**config.mk**
```make
export PLATFORM = sky130hd
export DESIGN_NAME = pcre_match_serializer
export DESIGN_NICKNAME = d
export VERILOG_FILES = /design/src/rtl/pcre_match_serializer.sv
export SDC_FILE = /design/constraint.sdc
export NUM_CORES = 1
export LEC_CHECK = 0
export CAP_MARGIN = 20
export CORE_ASPECT_RATIO = 1.75
export CORE_MARGIN = 1
export CORE_UTILIZATION = 52
export CTS_BUF_LIST = sky130_fd_sc_hd__clkbuf_4 sky130_fd_sc_hd__clkbuf_8 sky130_fd_sc_hd__clkbuf_16
export DETAILED_ROUTE_END_ITERATION = 12
export PLACE_DENSITY = 0.88
export SYNTH_ARGS = -nofsm -noshare
export SYNTH_HDL_FRONTEND = slang
export SYNTH_SLANG_ARGS = --single-unit
export TNS_END_PERCENT = 10
```
**constraint.sdc**
```tcl
create_clock -name clk -period 6.2 [get_ports clk]
set_input_delay 0.93 -clock clk [delete_from_list [all_inputs] [get_ports clk]]
set_output_delay 0.93 -clock clk [all_outputs]
set_load 0.05 [all_outputs]
```
**src/rtl/pcre_match_serializer.sv**
```systemverilog
// pcre_match_serializer
//   Collects per-cycle PCRE engine hit vectors for the current packet and emits
//   each matched rule ID once per packet, one per cycle, lowest bit first.
//   Instances chain through perm_in/perm_out so that a lower-priority neighbour
//   drives the shared ID bus only while this instance is idle.
// Ports
//   clk       clock, rising edge
//   rst_n     asynchronous active-low reset
//   vector    engine hit bits for the current cycle (level or pulse)
//   eop       end-of-packet pulse; clears packet state, counts dropped IDs
//   perm_in   permission from the higher-priority neighbour
//   perm_out  permission to the lower-priority neighbour (combinational)
//   id_valid  id_out carries a rule ID
//   id_ready  downstream accepts id_out
//   id_out    rule ID (BASE + bit index + 1)
//   drop_cnt  saturating count of IDs still pending at eop
module pcre_match_serializer #(
  parameter int WIDTH = 16,
  parameter int ID_W  = 10,
  parameter int BASE  = 0,
  parameter int CNT_W = 16
) (
  input  logic             clk,
  input  logic             rst_n,
  input  logic [WIDTH-1:0] vector,
  input  logic             eop,
  input  logic             perm_in,
  output logic             perm_out,
  output logic             id_valid,
  input  logic             id_ready,
  output logic [ID_W-1:0]  id_out,
  output logic [CNT_W-1:0] drop_cnt
);

  localparam int PC_W  = $clog2(WIDTH + 1);
  localparam int SUM_W = ((CNT_W > PC_W) ? CNT_W : PC_W) + 1;

  logic [WIDTH-1:0] r_pending;
  logic [WIDTH-1:0] r_reported;
  logic             r_id_valid;
  logic [ID_W-1:0]  r_id_out;
  logic [CNT_W-1:0] r_drop_cnt;

  logic [WIDTH-1:0] w_new_hits;
  logic [WIDTH-1:0] w_grant;
  logic [WIDTH-1:0] w_grant_eff;
  logic [ID_W-1:0]  w_idx;
  logic [PC_W-1:0]  w_popcnt;
  logic [SUM_W-1:0] w_sum;
  logic [CNT_W-1:0] w_drop_next;
  logic             w_load;
  logic             w_found;

  assign w_new_hits = vector & ~r_pending & ~r_reported;
  assign w_load     = perm_in & ~eop & (|r_pending) & (~r_id_valid | id_ready);

  // Lowest set bit of pending: one-hot grant plus its index.
  always_comb begin
    w_grant = '0;
    w_idx   = '0;
    w_found = 1'b0;
    for (int unsigned i = 0; i < WIDTH; i++) begin
      if (r_pending[i] && !w_found) begin
        w_grant[i] = 1'b1;
        w_idx      = ID_W'(i);
        w_found    = 1'b1;
      end
    end
  end

  assign w_grant_eff = w_load ? w_grant : '0;

  always_comb begin
    w_popcnt = '0;
    for (int unsigned i = 0; i < WIDTH; i++) begin
      w_popcnt = w_popcnt + PC_W'(r_pending[i]);
    end
  end

  // Sum is one bit wider than either operand so saturation is detected
  // even when a single eop drops more IDs than CNT_W can hold.
  always_comb begin
    w_sum = SUM_W'(r_drop_cnt) + SUM_W'(w_popcnt);
    if (w_sum > SUM_W'({CNT_W{1'b1}})) begin
      w_drop_next = '1;
    end else begin
      w_drop_next = w_sum[CNT_W-1:0];
    end
  end

  always_ff @(posedge clk or negedge rst_n) begin
    if (!rst_n) begin
      r_pending  <= '0;
      r_reported <= '0;
      r_id_valid <= 1'b0;
      r_id_out   <= '0;
      r_drop_cnt <= '0;
    end else begin
      if (eop) begin
        r_pending  <= '0;
        r_reported <= '0;
        r_drop_cnt <= w_drop_next;
      end else begin
        r_pending  <= (r_pending & ~w_grant_eff) | w_new_hits;
        r_reported <= r_reported | w_grant_eff;
      end

      // An ID already presented survives eop and is still handed off.
      if (w_load) begin
        r_id_out   <= ID_W'(BASE) + w_idx + ID_W'(1);
        r_id_valid <= 1'b1;
      end else if (r_id_valid && id_ready) begin
        r_id_valid <= 1'b0;
      end
    end
  end

  assign perm_out = perm_in & ~(|r_pending) & ~r_id_valid;
  assign id_valid = r_id_valid;
  assign id_out   = r_id_out;
  assign drop_cnt = r_drop_cnt;

endmodule

```
==> summary.md <==
| Metric | Value |
|---|---|
| Status | complete, no violations |
| Post-cts gate resize count | 0 |
| Die Y | 105.0 um |
| Leading cell type in the layout, fill and taps excluded | dfrtp_1 |
| Tmin final | 4.713 ns |
| Row cnt | 37 |
| Share of cells above drive strength 1 | 0.06614 |
| Yosys top cell area share | 0.4286 |
| WHS Path Cells | 2 |
| Hold WC Path Type | register to register |
| DR pass1 iterations | 4 |
| Combinational Power Share | 0.570 |
| Routed len/inst | 15.72 um |
| Cell accounting for the most synthesized area | dfrtp_1 |
| Crit path launch | r_pending[0]$_DFF_PN0_ |
| Ys flop type | dfrtp_1 |
| Max capacitance violation total | 0 |
| Gpl congestion | 0.9005 |
| Die Wd | 60.87 um |
| Post-placement cell count | 448 |
| Most frequent cells in the layout | 54 x dfrtp_1, 48 x nor2_1, 42 x clkdlybuf4s50_1, 31 x inv_1, 29 x nand2_1 |
| Crit share post-route | 0.7601 |
| Area grow syn2layout | 17.30% |
| CTS Hold Buffers Added | 0 |
| Crit path max-delay cell type | fa_1 |
| Mapped Avg Cell Area | 9.301 um^2 |
| Post-route cell area | 3699 um^2 |
| Register area share after synthesis | 0.4286 |
| Fillers | 491 |
| Max Slew Vio Count | 0 |
| Synth top area cells | dfrtp_1 43%, fa_1 7.6%, nor2_1 5.7% |
| Setup TNS Final | 0 ns |
| Die ar. | 6391 um^2 |
| #FFs+latches synth | 54 |
| Max Clk Rate | 0.2122 GHz |
| VDD IR max | 497.3 uV |
| Core box area | 5879 um^2 |
| Leakage | 1.631 nW |
| Crit Path Max Fanout | 12 |
| Hold Path Sink | id_out[4]$_DFFE_PN0P_ |
| FF-to-FF path depth | 14 |
| Initial DRC count | 141 |
| Starting Density | 0.5363 |
| Switching share of power | 0.4564 |
| Vias in the first global route | 2558 |
| Worst-skew pair later-pin latency | 0.31 ns |
| Psw | 0.7334 mW |
| Actual slew at the worst max-slew pin | 0.7169 ns |
| # nets final | 419 |
| Reg2reg setup slack | 1.49 ns |
| Post-layout worst setup margin | 1.487 ns |
| Largest net degree at the start of global routing | 55 |
| Syn. warnings | 0 |
| Reg clk slew, reported paths | 0.10 ns |
| Critical Path Max Stage Delay | 0.57 ns |
| Area post-placement | 3603 um^2 |
| Vias | 2588 |
| Setup WS pre-CTS | 1.535 ns |
| Total Power | 1.607 mW |
| Setup Fix Bufs, Post-CTS | 0 |
| Root Buffer | clkbuf_8 |
| Core Util, Final | 0.6291 |
| Data required, critical path | 6.41 ns |
| Post-DP HPWL | 5.403 mm |
| Clk sinks | 54 |
| Cell Chain, Critical Path | fa_1 > inv_1 > fa_1 > fa_1 > fa_1 > fa_1 > inv_1 > fa_1 > a21o_1 > a21o_1 > a21oi_1 > nor2b_1 > nand4_1 > mux2_2 |
| Reg power frac | 0.303 |
| Arrival time at the worst endpoint | 4.92 ns |
| IO Port Bufs | 43 |
| Critical path type | register to register |
| RR Endpoint | drop_cnt[14]$_DFFE_PN0P_ |
| Total GRT Usage | 0.2468 |
| RR Startpoint | r_pending[0]$_DFF_PN0_ |
| Clock power frac | 0.127 |
| DR vias/cell | 5.675 |
| Worst Setup End Kind | register |
| Final hold viol count | 0 |
| Cell Area, Synth | 3153 um^2 |
| CTS tree | built |
| FF/Latch Area | 1351 um^2 |
| Post-Synthesis Cells | 339 |
| Async SR Flop Fraction | 1.000 |
| Total CTS buffers | 5 |
| Startpoint Class | register |
| First-pass GRT wire length | 11.79 mm |
| Critical hold path startpoint | id_out[4]$_DFFE_PN0P_ |
| Antenna violations before repair | 0 |
| Cell Pwr Density | 434.4 nW/um^2 |
| Clock tree buffer depth | 2 |
| Routed WL | 7.170 mm |
| Io pins | 49 |
| Post-synth EDFFs | 0 |
| Crit-path most repeated cell | fa_1 |
| Fin Hold WS | 0.4873 ns |
| Unique cell type count in the Yosys netlist | 52 |
| RSZ-0062 raised after global routing | no |
| Multi-input gate area | 1598 um^2 |
| Gr ovfl total | 0 |
| N_diodes | 0 |
| H-tree Lvls | 2 |
| Worst Skew | 0.007629 ns |
| Slew HR | 0.5218 |
| Fin cells | 456 |
| DR DRC count | 0 |
| Pint | 0.8734 mW |
| Setup violations, final | 0 |
| Detail Route Antenna Nets | 0 |
logic make-up after synthesis:
group                    count (synthesis)  share of synthesized area
buffers and inverters                   49                    0.06944
flip-flops                              54                     0.4286
multiplexers                             7                    0.02500
XOR/XNOR                                 7                    0.01944
AO/OA/AOI/OAI                           74                     0.1496
other                                    1                   0.001189
adder cells (fa/ha/maj)                 21                     0.1119
AND/OR/NAND/NOR                        126                     0.1948
flip-flops by register name (all words and copies together) (netlist names):
register / cells
id_valid: 1
r_reported: 16
r_pending: 16
drop_cnt: 16
id_out: 5
Yosys cell counts (all sizes together) (3+ instances only):
cell and number:
xnor2 4, nor3 6, a31oi 7, a22oi 5
o21ai 16, dfrtp 54, nand4 4, or4 4
inv 31, nor4 3, nand3 7, nand2b 3
mux2 7, ha 9, clkbuf 9, nor2b 5
fa 12, nand2 29, or3 3, or2 4
a21o 3, a21oi 23, o22a 5, buf 9
nor2 49, xor2 3
layer usage:
metal  GRT usage  routed length, um  up-vias
met5           0                  0        -
met4      0.1347                318        0
met3     0.02723                257       22
met2      0.4427               3948       80
met1      0.2657               2646     1259
li1            -                  -     1227
power groups by stage:
stage / logic [mW] / registers (mW) / clock network [mW]
2_1_floorplan: 0.510 / 0.622 / 0
3_3_place_gp: 0.871 / 0.489 / 0
3_5_place_dp: 0.911 / 0.491 / 0
4_1_cts: 0.920 / 0.485 / 0.208
5_1_grt: 0.992 / 0.494 / 0.223
6_report: 0.916 / 0.486 / 0.204
worst max-delay path: cells and delay by family, from the launching register on:
| family | cells | cell delay, ns |
|---|---|---|
| mux | 1 | 0.33 |
| simple gates | 2 | 0.31 |
| buf+inv | 2 | 0.12 |
| flops | 1 | 0.52 |
| compound gates | 3 | 0.66 |
| fa+ha+maj | 6 | 2.67 |
cell type report:
class / instances / area share
clock buffers: 6 / 0.02233
clock inverters: 2 / 0.003383
inverters: 31 / 0.03146
multi-input cells: 240 / 0.4320
flip-flops and latches: 54 / 0.3654
well taps: 78 / 0.02639
repair buffers: 45 / 0.1191
worst max path at each step:
stage	end	slack, ns	cells past startpoint
after floorplan	drop_cnt[8]$_DFFE_PN0P_	1.68	14
after global placement	drop_cnt[14]$_DFFE_PN0P_	1.70	14
after detailed placement	drop_cnt[8]$_DFFE_PN0P_	1.53	14
after CTS	drop_cnt[8]$_DFFE_PN0P_	1.51	14
after global routing	drop_cnt[14]$_DFFE_PN0P_	1.31	14
final	drop_cnt[14]$_DFFE_PN0P_	1.49	14
Power figures use the tool's default switching activity.
